==> src/rtl/uart_pkg.sv <==
// Shared definitions for the framed UART transmitter: FSM states, line
// encodings and the default baud divisor.
package uart_pkg;

  typedef enum logic [2:0] {
    IDLE   = 3'd0,
    START  = 3'd1,
    DATA   = 3'd2,
    PARITY = 3'd3,
    STOP   = 3'd4
  } tx_state_t;

  typedef enum logic [1:0] {
    PAR_NONE = 2'b00,
    PAR_EVEN = 2'b01,
    PAR_ODD  = 2'b10,
    PAR_OFF  = 2'b11
  } parity_t;

  typedef enum logic [1:0] {
    BITS_5 = 2'b00,
    BITS_6 = 2'b01,
    BITS_7 = 2'b10,
    BITS_8 = 2'b11
  } data_bits_t;

  function automatic int default_div(input int clk_fre, input int baud_rate);
    longint clocks;
    clocks = longint'(clk_fre) * longint'(1000000);
    return int'(clocks / longint'(baud_rate));
  endfunction

  function automatic logic [7:0] data_mask(input data_bits_t bits);
    case (bits)
      BITS_5:  return 8'h1F;
      BITS_6:  return 8'h3F;
      BITS_7:  return 8'h7F;
      default: return 8'hFF;
    endcase
  endfunction

  // Index of the final data bit: 4 for five bits up to 7 for eight.
  function automatic logic [2:0] last_bit_idx(input data_bits_t bits);
    return {1'b0, bits} + 3'd4;
  endfunction

  function automatic logic parity_enabled(input parity_t par);
    return (par == PAR_EVEN) || (par == PAR_ODD);
  endfunction

endpackage

==> src/rtl/uart_fifo.sv <==
// Single-clock first-word-fall-through FIFO with occupancy output.
// DEPTH must be a power of two so the pointers wrap naturally.
module uart_fifo
  import uart_pkg::*;
#(
  parameter int WIDTH = 8,
  parameter int DEPTH = 16
) (
  input  logic                     clk,
  input  logic                     rst_n,
  input  logic                     wr_en,
  input  logic [WIDTH-1:0]         wr_data,
  input  logic                     rd_en,
  output logic [WIDTH-1:0]         rd_data,
  output logic                     full,
  output logic                     empty,
  output logic [$clog2(DEPTH):0]   level
);

  localparam int AW = $clog2(DEPTH);
  localparam int LW = AW + 1;

  logic [WIDTH-1:0] mem [DEPTH];
  logic [AW-1:0]    wr_ptr;
  logic [AW-1:0]    rd_ptr;
  logic             do_wr;
  logic             do_rd;

  assign full    = (level == LW'(DEPTH));
  assign empty   = (level == '0);
  assign do_wr   = wr_en && !full;
  assign do_rd   = rd_en && !empty;
  assign rd_data = mem[rd_ptr];

  always_ff @(posedge clk) begin
    if (do_wr) mem[wr_ptr] <= wr_data;
  end

  // A push and pop on the same edge leave the level untouched.
  always_ff @(posedge clk or negedge rst_n) begin
    if (!rst_n) begin
      wr_ptr <= '0;
      rd_ptr <= '0;
      level  <= '0;
    end else begin
      if (do_wr) wr_ptr <= wr_ptr + AW'(1);
      if (do_rd) rd_ptr <= rd_ptr + AW'(1);
      case ({do_wr, do_rd})
        2'b10:   level <= level + LW'(1);
        2'b01:   level <= level - LW'(1);
        default: level <= level;
      endcase
    end
  end

endmodule

==> src/rtl/uart_tx_framed.sv <==
// Buffered UART transmitter with run-time frame format and baud divisor,
// both captured per frame when the byte leaves the FIFO.
module uart_tx_framed
  import uart_pkg::*;
#(
  parameter int CLK_FRE    = 27,
  parameter int BAUD_RATE  = 115200,
  parameter int FIFO_DEPTH = 16,
  parameter int DIV_W      = 16
) (
  input  logic                          clk,
  input  logic                          rst_n,
  input  logic [7:0]                    tx_data,
  input  logic                          tx_data_valid,
  output logic                          tx_data_ready,
  input  logic [1:0]                    cfg_data_bits,
  input  logic [1:0]                    cfg_parity,
  input  logic                          cfg_stop2,
  input  logic [DIV_W-1:0]              cfg_div,
  output logic                          tx_pin,
  output logic                          tx_busy,
  output logic [$clog2(FIFO_DEPTH):0]   fifo_level
);

  localparam logic [DIV_W-1:0] DEFAULT_DIV = DIV_W'(default_div(CLK_FRE, BAUD_RATE));

  tx_state_t        state_q, state_d;
  logic [DIV_W-1:0] cnt_q, cnt_d;
  logic [DIV_W-1:0] div_q, div_d;
  logic [2:0]       idx_q, idx_d;
  logic [7:0]       shreg_q, shreg_d;
  logic             par_bit_q, par_bit_d;
  data_bits_t       nbits_q, nbits_d;
  parity_t          par_q, par_d;
  logic             stop2_q, stop2_d;
  logic             pin_q, pin_d;

  logic             load_frame;
  logic             bit_end;
  logic             fifo_empty;
  logic             fifo_full;
  logic [7:0]       fifo_head;
  logic [DIV_W-1:0] eff_div;

  uart_fifo #(
    .WIDTH (8),
    .DEPTH (FIFO_DEPTH)
  ) u_fifo (
    .clk     (clk),
    .rst_n   (rst_n),
    .wr_en   (tx_data_valid),
    .wr_data (tx_data),
    .rd_en   (load_frame),
    .rd_data (fifo_head),
    .full    (fifo_full),
    .empty   (fifo_empty),
    .level   (fifo_level)
  );

  assign tx_data_ready = !fifo_full;
  assign eff_div       = (cfg_div == '0) ? DEFAULT_DIV : cfg_div;
  assign bit_end       = (cnt_q == div_q - DIV_W'(1));
  assign tx_pin        = pin_q;
  assign tx_busy       = (state_q != IDLE);

  always_comb begin
    state_d    = state_q;
    cnt_d      = cnt_q;
    div_d      = div_q;
    idx_d      = idx_q;
    shreg_d    = shreg_q;
    par_bit_d  = par_bit_q;
    nbits_d    = nbits_q;
    par_d      = par_q;
    stop2_d    = stop2_q;
    pin_d      = pin_q;
    load_frame = 1'b0;

    if (state_q != IDLE) cnt_d = bit_end ? '0 : cnt_q + DIV_W'(1);

    case (state_q)
      IDLE: begin
        if (!fifo_empty) load_frame = 1'b1;
      end
      START: begin
        if (bit_end) begin
          state_d = DATA;
          pin_d   = shreg_q[0];
          shreg_d = shreg_q >> 1;
          idx_d   = 3'd0;
        end
      end
      DATA: begin
        if (bit_end) begin
          if (idx_q == last_bit_idx(nbits_q)) begin
            idx_d = 3'd0;
            if (parity_enabled(par_q)) begin
              state_d = PARITY;
              pin_d   = par_bit_q;
            end else begin
              state_d = STOP;
              pin_d   = 1'b1;
            end
          end else begin
            pin_d   = shreg_q[0];
            shreg_d = shreg_q >> 1;
            idx_d   = idx_q + 3'd1;
          end
        end
      end
      PARITY: begin
        if (bit_end) begin
          state_d = STOP;
          pin_d   = 1'b1;
          idx_d   = 3'd0;
        end
      end
      STOP: begin
        // idx counts stop bits here; a queued byte starts with no idle gap.
        if (bit_end) begin
          if (stop2_q && (idx_q == 3'd0)) begin
            idx_d = 3'd1;
          end else if (!fifo_empty) begin
            load_frame = 1'b1;
          end else begin
            state_d = IDLE;
            pin_d   = 1'b1;
            idx_d   = 3'd0;
          end
        end
      end
      default: begin
        state_d = IDLE;
        pin_d   = 1'b1;
      end
    endcase

    if (load_frame) begin
      state_d   = START;
      pin_d     = 1'b0;
      cnt_d     = '0;
      idx_d     = 3'd0;
      shreg_d   = fifo_head;
      nbits_d   = data_bits_t'(cfg_data_bits);
      par_d     = parity_t'(cfg_parity);
      stop2_d   = cfg_stop2;
      div_d     = eff_div;
      par_bit_d = (^(fifo_head & data_mask(data_bits_t'(cfg_data_bits))))
                  ^ (parity_t'(cfg_parity) == PAR_ODD);
    end
  end

  always_ff @(posedge clk or negedge rst_n) begin
    if (!rst_n) begin
      state_q   <= IDLE;
      cnt_q     <= '0;
      div_q     <= '0;
      idx_q     <= 3'd0;
      shreg_q   <= 8'h00;
      par_bit_q <= 1'b0;
      nbits_q   <= BITS_5;
      par_q     <= PAR_NONE;
      stop2_q   <= 1'b0;
      pin_q     <= 1'b1;
    end else begin
      state_q   <= state_d;
      cnt_q     <= cnt_d;
      div_q     <= div_d;
      idx_q     <= idx_d;
      shreg_q   <= shreg_d;
      par_bit_q <= par_bit_d;
      nbits_q   <= nbits_d;
      par_q     <= par_d;
      stop2_q   <= stop2_d;
      pin_q     <= pin_d;
    end
  end

endmodule

==> config.mk <==
export PLATFORM = sky130hd
export DESIGN_NAME = uart_tx_framed
export DESIGN_NICKNAME = d
export VERILOG_FILES = /design/src/rtl/uart_pkg.sv /design/src/rtl/uart_fifo.sv /design/src/rtl/uart_tx_framed.sv
export SDC_FILE = /design/constraint.sdc
export NUM_CORES = 1
export LEC_CHECK = 0
export ABC_AREA = 1
export BUFFER_PORTS_ARGS = -buffer_cell sky130_fd_sc_hd__buf_2
export CAP_MARGIN = 0
export CORE_MARGIN = 2
export CORE_UTILIZATION = 30
export CTS_BUF_LIST = sky130_fd_sc_hd__clkbuf_4 sky130_fd_sc_hd__clkbuf_8
export DETAILED_ROUTE_END_ITERATION = 8
export GPL_ROUTABILITY_DRIVEN = 0
export SETUP_SLACK_MARGIN = 0.1
export SLEW_MARGIN = 10
export SYNTH_ARGS = -nofsm -noshare
export SYNTH_HDL_FRONTEND = slang
export SYNTH_SLANG_ARGS = --single-unit
==> constraint.sdc <==
create_clock -name clk -period 7.15 [get_ports clk]
set_input_delay 0.715 -clock clk [delete_from_list [all_inputs] [get_ports clk]]
set_output_delay 0.715 -clock clk [all_outputs]
set_load 0.1 [all_outputs]
# [Yosys cells after proc, flatten, opt, wreduce, memory -nomap -nowiden]
# Memory sizes are Yosys's and may differ from the RTL's.
# Cells that the tools add are included.
[word_totals] regBits=66 latchBits=0 mem_bits_rw=128 romBits=0 output_inout_bits=8 wordCells=116 n_memories=1
[op_classes] n_addsub=8 multipliers=0 div_mod_pow=0 order_cmp=0 n_eq_ne=25 shift=0 muxes=45 n_bitwise=2 n_reduce_logical=22
[memory_table] memory="u_fifo.mem" depth=16 word_bits=8 rd=1 rd_clocked_by_memory_dff=0 wr=1 line="uart_fifo.sv:23" source="logic [WIDTH-1:0] mem [DEPTH];"
[ops] operator="16-bit 2-to-1 mux" n=4
[ops] operator="3-bit 2-to-1 mux" n=15
[ops] operator="8-bit 2-to-1 mux" n=5
[ops] operator="3-bit by 2-bit != test with 1-bit output, second input constant" n=8
[ops] operator="8-bit case mux with 3 select lines" n=1
[ops] operator="16-bit by 1-bit adder with 16-bit output, second input constant" n=1
[ops] operator="16-bit equality test" n=1
[ops] operator="16-bit zero test" n=1
[ops] operator="8-bit case mux with 2 select lines" n=1
[ops] operator="16-bit by 1-bit subtractor with 16-bit output, second input constant" n=1
[ops] operator="3-bit case mux with 5 select lines" n=1
[ops] operator="1-bit 2-to-1 mux" n=14
[ops] operator="5-bit case mux with 2 select lines" n=1
[ops] operator="3-bit case mux with 3 select lines" n=1
[ops] operator="4-bit by 1-bit adder with 4-bit output, second input constant" n=2
[ops] operator="8-bit AND" n=1
[ops] operator="2-bit equality test, second input constant" n=4
[ops] operator="8-bit AND reduction" n=1
[ops] operator="8-bit parity" n=1
[ops] operator="7-bit AND reduction" n=1
[ops] operator="2-bit by 1-bit equality test with 1-bit output, second input constant" n=3
[ops] operator="3-bit by 2-bit equality test with 1-bit output, second input constant" n=2
[ops] operator="3-bit zero test" n=2
[ops] operator="3-bit nonzero test" n=2
[ops] operator="other kinds (24)" n=28

# [Longest topological paths before layout]
# Gate-level depths: netlist (run 1).
[depth] ltp_word=9 depth_mapped=24

# [By module]
# From an unflattened synthesis (run 1), not the netlist that was laid out.
[hier_totals] cells_unflattened=1158 area_unflattened_um2=9854.5
[by_module_without_submodules] module="uart_fifo" n_inst=1 cells_each=621 area_per_inst_um2=6233.5 seq_area_each_um2=4169.0
[by_module_without_submodules] module="uart_tx_framed" n_inst=1 cells_each=537 area_per_inst_um2=3621.0 seq_area_each_um2=1327.5

# [Least setup slack after synthesis (run 1)]
# OpenSTA, ideal clock, no wires.
[synth_path] kind="reg2reg" from="reg u_fifo.level[1]" to="reg u_fifo.level[4]" setup_time_ns=0.080 arrival_time_ns=3.757 required_ns=7.070 path_slack_ns=3.313 stages_incl_launch_ff=13 n_path_buf=0 path_cell_list="dfrtp_1 -> nor4_1 -> nand2_1 -> nand2_1 -> ha_1 -> xor2_1 -> ha_1 -> a21oi_1 -> or2_2 -> o21ai_0 -> a21oi_1 -> o21ai_0 -> xor2_1"
[synth_lines] item="start, declared" line="uart_fifo.sv:17" source="output logic [$clog2(DEPTH):0] level"
[synth_lines] item="start signal, assigned" line="uart_fifo.sv:49" source="2'b10: level <= level + LW'(1);"
[synth_lines] item="start signal, assigned" line="uart_fifo.sv:50" source="2'b01: level <= level - LW'(1);"
[synth_lines] item="start signal, assigned" line="uart_fifo.sv:51" source="default: level <= level;"
[synth_lines] item="5-bit equality test (*)" line="uart_fifo.sv:29" source="assign full = (level == LW'(DEPTH));"
[synth_lines] item="1-bit zero test (*)"
[synth_lines] item="named net tx_data_ready" line="uart_tx_framed.sv:15" source="output logic tx_data_ready,"
[synth_lines] item="1-bit logical AND (*)" line="uart_fifo.sv:31" source="assign do_wr = wr_en && !full;"
[synth_lines] item="2-bit by 1-bit equality test with 1-bit output / 2-bit equality test (equally long branches)" line="uart_fifo.sv:48" source="case ({do_wr, do_rd})"
[synth_lines] item="5-bit case mux with 2 select lines / 2-bit nonzero test (equally long branches)"
# The timed path passes the listed nets; every way through them passes the cells marked *.
# A chain may end at the register's enable or synchronous reset.

# [Final worst setup path (run 1)]
[layout_path] from="reg div_q[1]" to="reg u_fifo.level[4]"
[layout_between] elab_chain_len=7
[layout_rtl] item="start, declared" line="uart_tx_framed.sv:29" source="logic [DIV_W-1:0] div_q, div_d;"
[layout_rtl] item="start signal, assigned" line="uart_tx_framed.sv:168" source="div_q <= div_d;"
[layout_rtl] item="16-bit by 1-bit subtractor with 16-bit output (*)" line="uart_tx_framed.sv:62" source="assign bit_end = (cnt_q == div_q - DIV_W'(1));"
[layout_rtl] item="16-bit equality test (*)" line="uart_tx_framed.sv:62"
[layout_rtl] item="1-bit 2-to-1 mux (*)" line="uart_tx_framed.sv:120" source="if (bit_end) begin"
[layout_rtl] item="1-bit case mux with 2 select lines (*)" line="uart_tx_framed.sv:81" source="case (state_q)"
[layout_rtl] item="1-bit logical AND (*)" line="uart_fifo.sv:32" source="assign do_rd = rd_en && !empty;"
[layout_rtl] item="2-bit by 1-bit equality test with 1-bit output / 2-bit equality test (equally long branches)" line="uart_fifo.sv:48"
[layout_rtl] item="5-bit case mux with 2 select lines / 2-bit nonzero test (equally long branches)"
# Mark *: on every way between the ends. The rest lies on a longest branch, timed or not.

==> impl_metrics.csv, run 1 <==
group,metric,value,unit
critical_path,cpMaxStageDelayCell,"nand2_4",
yosys,synthArstFlopShare,34.02,%
routing,via_per_inst,4.535,
sta,fin_setup_tns,0,ps
clock_tree,cts-buffers-inserted,17,
sta,finalMaxSlewViolations,0,
pwr,power.leakage,0.004535,uW
sta,timing.fmax,246.4,MHz
die,die_area,34010,um2
sta,period_share,56.75,%
pwr,p_sw_share,46.54,%
layout,nFillCells,3314,
global_routing,grt_pass1_wl,35700,um
yosys,synth_flop_cell,"edfxtp_1",
clock_tree,ctsRootBufferMaster,"clkbuf_8",
pwr,p_clk_share,16.6,%
die,fp.dieW,184.4,um
layout,layout_commonest_cell,"nand2_1",
critical_path,cp_slowest_stage_delay,520,ps
pwr,ir_drop,195.6,uV
routing,drt_iter0_markers,413,
clock_tree,cts_sinks,194,
layout,fin_nets,1138,
pwr,p_per_area,404.9,nW/um2
placement,io_buffers,39,
sta,timing.slew.headroom,34.01,%
critical_path,startpoint_type,"flip-flop",
routing,vias,7024,
critical_path,worstPathRequired,7560,ps
yosys,synthTopCellsByArea,"edfxtp_1 39%, dfrtp_1 17%, nand2_1 12%",
global_routing,grt_use_total,13.48,%
die,core,32290,um2
sta,clock_skew,17.01,ps
sta,worst_hold_slack,302.3,ps
die,design.portCount,40,
layout,final-seq-area,5498,um2
status,status,"finished, final reports clean",
placement,place.detailed.hpwl,14230,um
pwr,seqPwrFrac,36.3,%
layout,n_antenna_cell,0,
critical_path,arrival,4470,ps
layout,multi_input_area,3617,um2
die,row_count,66,
global_routing,grt_max_degree,74,
sta,hold_violations,0,
yosys,syn_nets,1111,
clock_tree,ctsResizeCount,0,
clock_tree,clkTransAtPathRegs,110,ps
flow_run,drv_cap,0,
yosys,synth_cells,1067,
yosys,synth_area,9766,um2
layout,area_growth,9.597,%
routing,drc,0,
critical_path,crit_chain,"inv_1 -> ha_1 -> nand3_4 -> nor2_2 -> nand2_1 -> nand2_1 -> nand2_1 -> inv_1 -> nand3_1 -> nor2_2 -> nand4_4 -> nand2_4 -> ha_1 -> xor2_1 -> ha_1 -> a21oi_1 -> or2_2 -> o21ai_0 -> a21oi_1 -> o21ai_0 -> xor2_1",
sta,rsz0062_at_grt,"false",
die,start_util,30.24,%
yosys,synth_largest_area_cell,"edfxtp_1",
layout,drive_gt1_share,12.01,%
die,die_y,184.4,um
layout,layout_common_cells,"305 x nand2_1, 128 x edfxtp_1, 114 x nor2_1, 101 x inv_1, 96 x nand3_1",
pwr,combPwrFrac,47.0,%
yosys,synth_edf_count,128,
global_routing,antenna_found_initial,0,
clock_tree,cts_tree,"done",
clock_tree,post_cts_buffers,0,
global_routing,grt-ovfl-total,0,
yosys,yosysUniqueCellTypes,44,
sta,worst_pin_slew,986.3,ps
routing,finalWirelength,21550,um
routing,drtPass1Iterations,5,
global_routing,grt_pass1_vias,6872,
pwr,net-switching-power,2017,uW
worst_hold_path,min_path_type,"input port to asynchronous set/reset pin",
clock_tree,clock_latency,480,ps
routing,ant_nets,0,
clock_tree,hold_buffers,0,
yosys,synth_seq_cells,194,
critical_path,path_class,"flip-flop to flip-flop",
yosys,synth_top_area_share,39.36,%
clock_tree,h-tree-depth,4,
clock_tree,cts_buffer_depth,2,
yosys,seq_area_frac_synth,56.28,%
sta,setup_viol,0,
critical_path,critPathCaptureType,"flip-flop",
routing,wl_per_cell,13.91,um
yosys,yosysWarnings,0,
pwr,p_int,2317,uW
sta,min_period,4058,ps
yosys,synth.avg_cell_area,9.152,um2
critical_path,crit_fanout,49,
metrics by stage:
stage | setup WS, ps | instances | util [%] | total power, uW | instance area (um2)
finish | 3092 | 1549 | 33.15 | 4334 | 10700
global route | 2652 | 1549 | 33.15 | 4719 | 10700
CTS | 3087 | 1549 | 33.15 | 4379 | 10700
detailed placement | 3107 | 1517 | 31.92 | 3655 | 10300
global placement | 3280 | 1517 | 31.92 | 3613 | 10300
floorplan | 3313 | 1067 | - | 3258 | 9766
critical path: cells and delay by family, from the launching register on:
kind	cells	cell delay (ps)
compound gates	4	460
flops	1	390
xor+xnor	2	390
buf+inv	2	150
simple gates	10	1740
fa+ha+maj	3	820
state kept, by name, summed over array words and instances, names as in the netlist, 3 cells and up:
register,cells
u_fifo.mem,128
cnt_q,16
div_q,16
shreg_q,8
u_fifo.level,5
u_fifo.rd_ptr,4
u_fifo.wr_ptr,4
idx_q,3
state_q,3
layer usage:
metal | track usage, % | routed length (um)
met5 | 0 | 0
met4 | 4.288 | 372
met3 | 2.569 | 802
met2 | 22.36 | 10220
met1 | 17.76 | 10150
kinds of logic (layout without fill, tap and decap cells):
logic type / count (synthesis) / in the layout / synth area share (%)
xor+xnor: 43 / 43 / 3.933
fa+ha+maj: 12 / 12 / 1.537
buf+inv: 144 / 184 / 6.675
flops: 194 / 194 / 56.28
simple gates: 581 / 581 / 26.07
compound gates: 93 / 93 / 5.497
power groups by stage:
stage	clock, uW	sequential (uW)	combinational [uW]
after global placement	0	1590	2020
after floorplan	0	1670	1590
after global routing	785	1600	2330
final	722	1570	2040
after detailed placement	0	1600	2050
after CTS	740	1580	2060
Yosys cell counts (3+ instances only):
library cell	number
buf_6	3
nand2_1	305
xor2_1	29
inv_2	7
nand3_4	3
ha_1	12
nor4_1	5
nand3_1	96
nand4_1	7
nand2_2	20
nor2_4	3
inv_1	101
buf_2	13
buf_12	4
nor2_2	8
xnor2_1	13
nor2_1	114
edfxtp_1	128
nand3b_1	4
nor3_1	5
o21ai_2	5
o21ai_0	42
o211ai_1	8
a21oi_1	25
a31oi_1	5
clkbuf_1	13
dfrtp_1	65
layout make-up:
type	count	area share (%)
clock buffer	18	2.315
clock inverter	14	1.403
inverter	109	3.823
multi-input combinational	729	33.80
sequential	194	51.37
tap	442	5.167
timing repair buffer	43	2.128
worst paths after layout:
path | slack [ps] | to | cells after the start | start
max | 3090 | u_fifo.level[4]$_DFFE_PN0P_ | 21 | div_q[1]$_DFFE_PN0N_
min | 300 | div_q[8]$_DFFE_PN0N_ | 1 | rst_n
max reg2reg | 3090 | u_fifo.level[4]$_DFFE_PN0P_ | 21 | div_q[1]$_DFFE_PN0N_
min reg2reg | 470 | tx_pin$_DFFE_PN1P_ | 2 | tx_pin$_DFFE_PN1P_
max in group asynchronous | 6210 | u_fifo.rd_ptr[0]$_DFFE_PN0P_ | 1 | rst_n
min in group clk | 450 | stop2_q$_DFFE_PN0N_ | 3 | cfg_stop2
Note: power is estimated with default switching activity, not from simulation.
==> run 2, diff against run 1 <==
==> constraint.sdc (replaced) <==
create_clock -name clk -period 3.6 [get_ports clk]
set_input_delay 0.36 -clock clk [delete_from_list [all_inputs] [get_ports clk]]
set_output_delay 0.36 -clock clk [all_outputs]
set_load 0.1 [all_outputs]
==> run 2 against run 1 <==
Compared with the run above: the flow now finishes with violations (negative hold slack); non-clock buffer count grew 8; worst setup slack lost 2700 ps; sequential cell count is the same; clock skew shrank 0.80 ps; global-route usage shrank 0.058 points; die area is the same; cell count grew 0.52%; via count grew 0.28%; first-iteration DRC count grew 13%; utilization grew 0.33 points; sequential share of layout area shrank 0.45 points; worst hold slack lost 320 ps; largest power group unchanged.
==> impl_metrics.csv, run 2 (synthesis results as in run 1) <==
group,metric,value,unit
critical_path,path_common_cell,"xor2_1",
die,die_area,34010,um2
pwr,p_sw_share,46.49,%
layout,nFillCells,3322,
sta,min_period,3241,ps
layout,area_growth,10.70,%
sta,hold_violations,17,
sta,period_share,90.02,%
pwr,net-switching-power,4051,uW
flow_run,drv_cap,0,
clock_tree,cts-buffers-inserted,17,
clock_tree,cts_sinks,194,
die,row_count,66,
sta,rsz0062_at_grt,"false",
pwr,ir_drop,390.5,uV
clock_tree,post_cts_buffers,0,
pwr,p_clk_share,16.3,%
sta,setup_viol,0,
critical_path,cp_num_cells,18,
routing,finalWirelength,21530,um
routing,drtPass1Iterations,5,
die,core,32290,um2
global_routing,grt-ovfl-total,0,
placement,place.detailed.hpwl,14720,um
routing,drc,0,
critical_path,crit_chain,"inv_1 -> ha_4 -> nand3_4 -> nor2_4 -> xor2_1 -> nand3_1 -> nor2_4 -> nand4_4 -> nand2_4 -> ha_4 -> xor2_1 -> ha_1 -> a21oi_1 -> or2_2 -> o21ai_1 -> a21oi_1 -> o21ai_0 -> xor2_1",
die,start_util,30.24,%
sta,finalMaxSlewViolations,0,
clock_tree,clkTransAtPathRegs,100,ps
sta,clock_skew,16.22,ps
critical_path,critPathCaptureType,"flip-flop",
critical_path,worstPathRequired,4010,ps
clock_tree,ctsRootBufferMaster,"clkbuf_8",
layout,top_register,"u_fifo.mem",
critical_path,crit_fanout,6,
layout,final-seq-area,5504,um2
sta,worst_hold_slack,-14.04,ps
clock_tree,clock_latency,490,ps
die,design.portCount,40,
global_routing,grt_pass1_wl,35610,um
pwr,p_int,4664,uW
worst_hold_path,min_path_type,"input port to asynchronous set/reset pin",
layout,multi_input_area,3666,um2
layout,layout_common_cells,"304 x nand2_1, 128 x edfxtp_1, 113 x nor2_1, 101 x inv_1, 96 x nand3_1",
clock_tree,cts_tree,"done",
pwr,p_per_area,806.2,nW/um2
layout,top_regs,"u_fifo.mem (128), cnt_q (16), div_q (16)",
die,fp.dieW,184.4,um
critical_path,cp_slowest_stage_delay,390,ps
routing,drt_iter0_markers,465,
sta,worst_pin_slew,943.4,ps
global_routing,grt_pass1_vias,6950,
layout,utilization,33.48,%
critical_path,crit_family,"simple AND/OR/NAND/NOR gates",
layout,fin_nets,1146,
clock_tree,h-tree-depth,4,
clock_tree,cts_buffer_depth,2,
die,die_y,184.4,um
critical_path,arrival,3650,ps
placement,io_buffers,39,
layout,n_antenna_cell,0,
layout,largest_reg_flops,128,
critical_path,ff2ff_setup_slack,360,ps
critical_path,startpoint_type,"flip-flop",
routing,via_per_inst,4.524,
critical_path,cpMaxStageDelayCell,"dfrtp_1",
pwr,combPwrFrac,47.1,%
routing,vias,7044,
status,status,"complete, but fails checks",
sta,timing.fmax,308.6,MHz
global_routing,grt_use_total,13.42,%
critical_path,r2r_cells,18,
pwr,seqPwrFrac,36.6,%
critical_path,path_class,"flip-flop to flip-flop",
layout,layout_commonest_cell,"nand2_1",
sta,fin_setup_tns,0,ps
critical_path,cp_num_buf_inv,1,
status,violations,"negative hold slack",
global_routing,grt_max_degree,67,
routing,ant_nets,0,
layout,drive_gt1_share,13.36,%
sta,timing.slew.headroom,36.87,%
routing,wl_per_cell,13.83,um
pwr,power.leakage,0.004563,uW
global_routing,antenna_found_initial,0,
==> run 2: cell types whose count changed in the layout (fill, tap and decap cells not counted), moves of 2 or more <==
cell,change
buf_4,+8
dfrtp_1,-5
dfrtp_2,+5
clkinv_2,-3
nor2_4,+3
clkinv_1,+2
ha_1,-2
ha_4,+2
inv_6,+2
nor2_2,-2
==> run 2: per-stage QoR <==
stage / instance area, um2 / setup WS, ps / hold slack (ps) / instances / power, uW
after CTS: 10760 / 132.3 / 10.82 / 1557 / 8748
after detailed placement: 10370 / 149.8 / 452.9 / 1525 / 7317
after global placement: 10370 / 261.0 / 455.1 / 1525 / 7238
final: 10810 / 359.4 / -14.04 / 1557 / 8715
after floorplan: 9774 / 164.0 / 64.41 / 1067 / 6480
after global routing: 10810 / 119.1 / 38.49 / 1557 / 9456
==> run 2: power by group through the flow <==
stage                     sequential (uW)  clock (uW)  combinational (uW)
after global routing                 3250        1540                4670
after floorplan                      3330           0                3150
after detailed placement             3240           0                4080
final                                3190        1420                4110
after global placement               3230           0                4010
after CTS                            3190        1460                4090
==> run 2: per-layer routing <==
layer | vias to the layer above | track usage [%] | share of wire [%]
met1 | 3363 | 17.27 | 46
met2 | 116 | 23.23 | 49
met3 | 15 | 2.608 | 3.5
met5 | - | 0 | 0
met4 | 0 | 3.168 | 0.81
li1 | 3550 | - | -
==> run 2: what timing repair did <==
action / 4_1_cts / 5_1_grt
endpoints found under the setup margin: 0 / 1
hold buffers: 0 / 0
gates resized for setup: 0 / 10
==> run 2: final timing paths <==
kind,start,end
min,rst_n,div_q[9]$_DFFE_PN0N_
max reg2reg,div_q[1]$_DFFE_PN0N_,u_fifo.level[4]$_DFFE_PN0P_
min reg2reg,tx_pin$_DFFE_PN1P_,tx_pin$_DFFE_PN1P_
max in group asynchronous,rst_n,u_fifo.level[2]$_DFFE_PN0P_
max,div_q[1]$_DFFE_PN0N_,u_fifo.level[4]$_DFFE_PN0P_
min in group clk,cfg_stop2,stop2_q$_DFFE_PN0N_
==> run 2: cell type report <==
cell class                      count  area share [%]
Clock buffer                       18           2.234
Clock inverter                     14           1.377
Multi-Input combinational cell    729           33.91
Inverter                          109           3.785
Sequential cell                   194           50.91
Tap cell                          442           5.116
Timing Repair Buffer               51           2.662
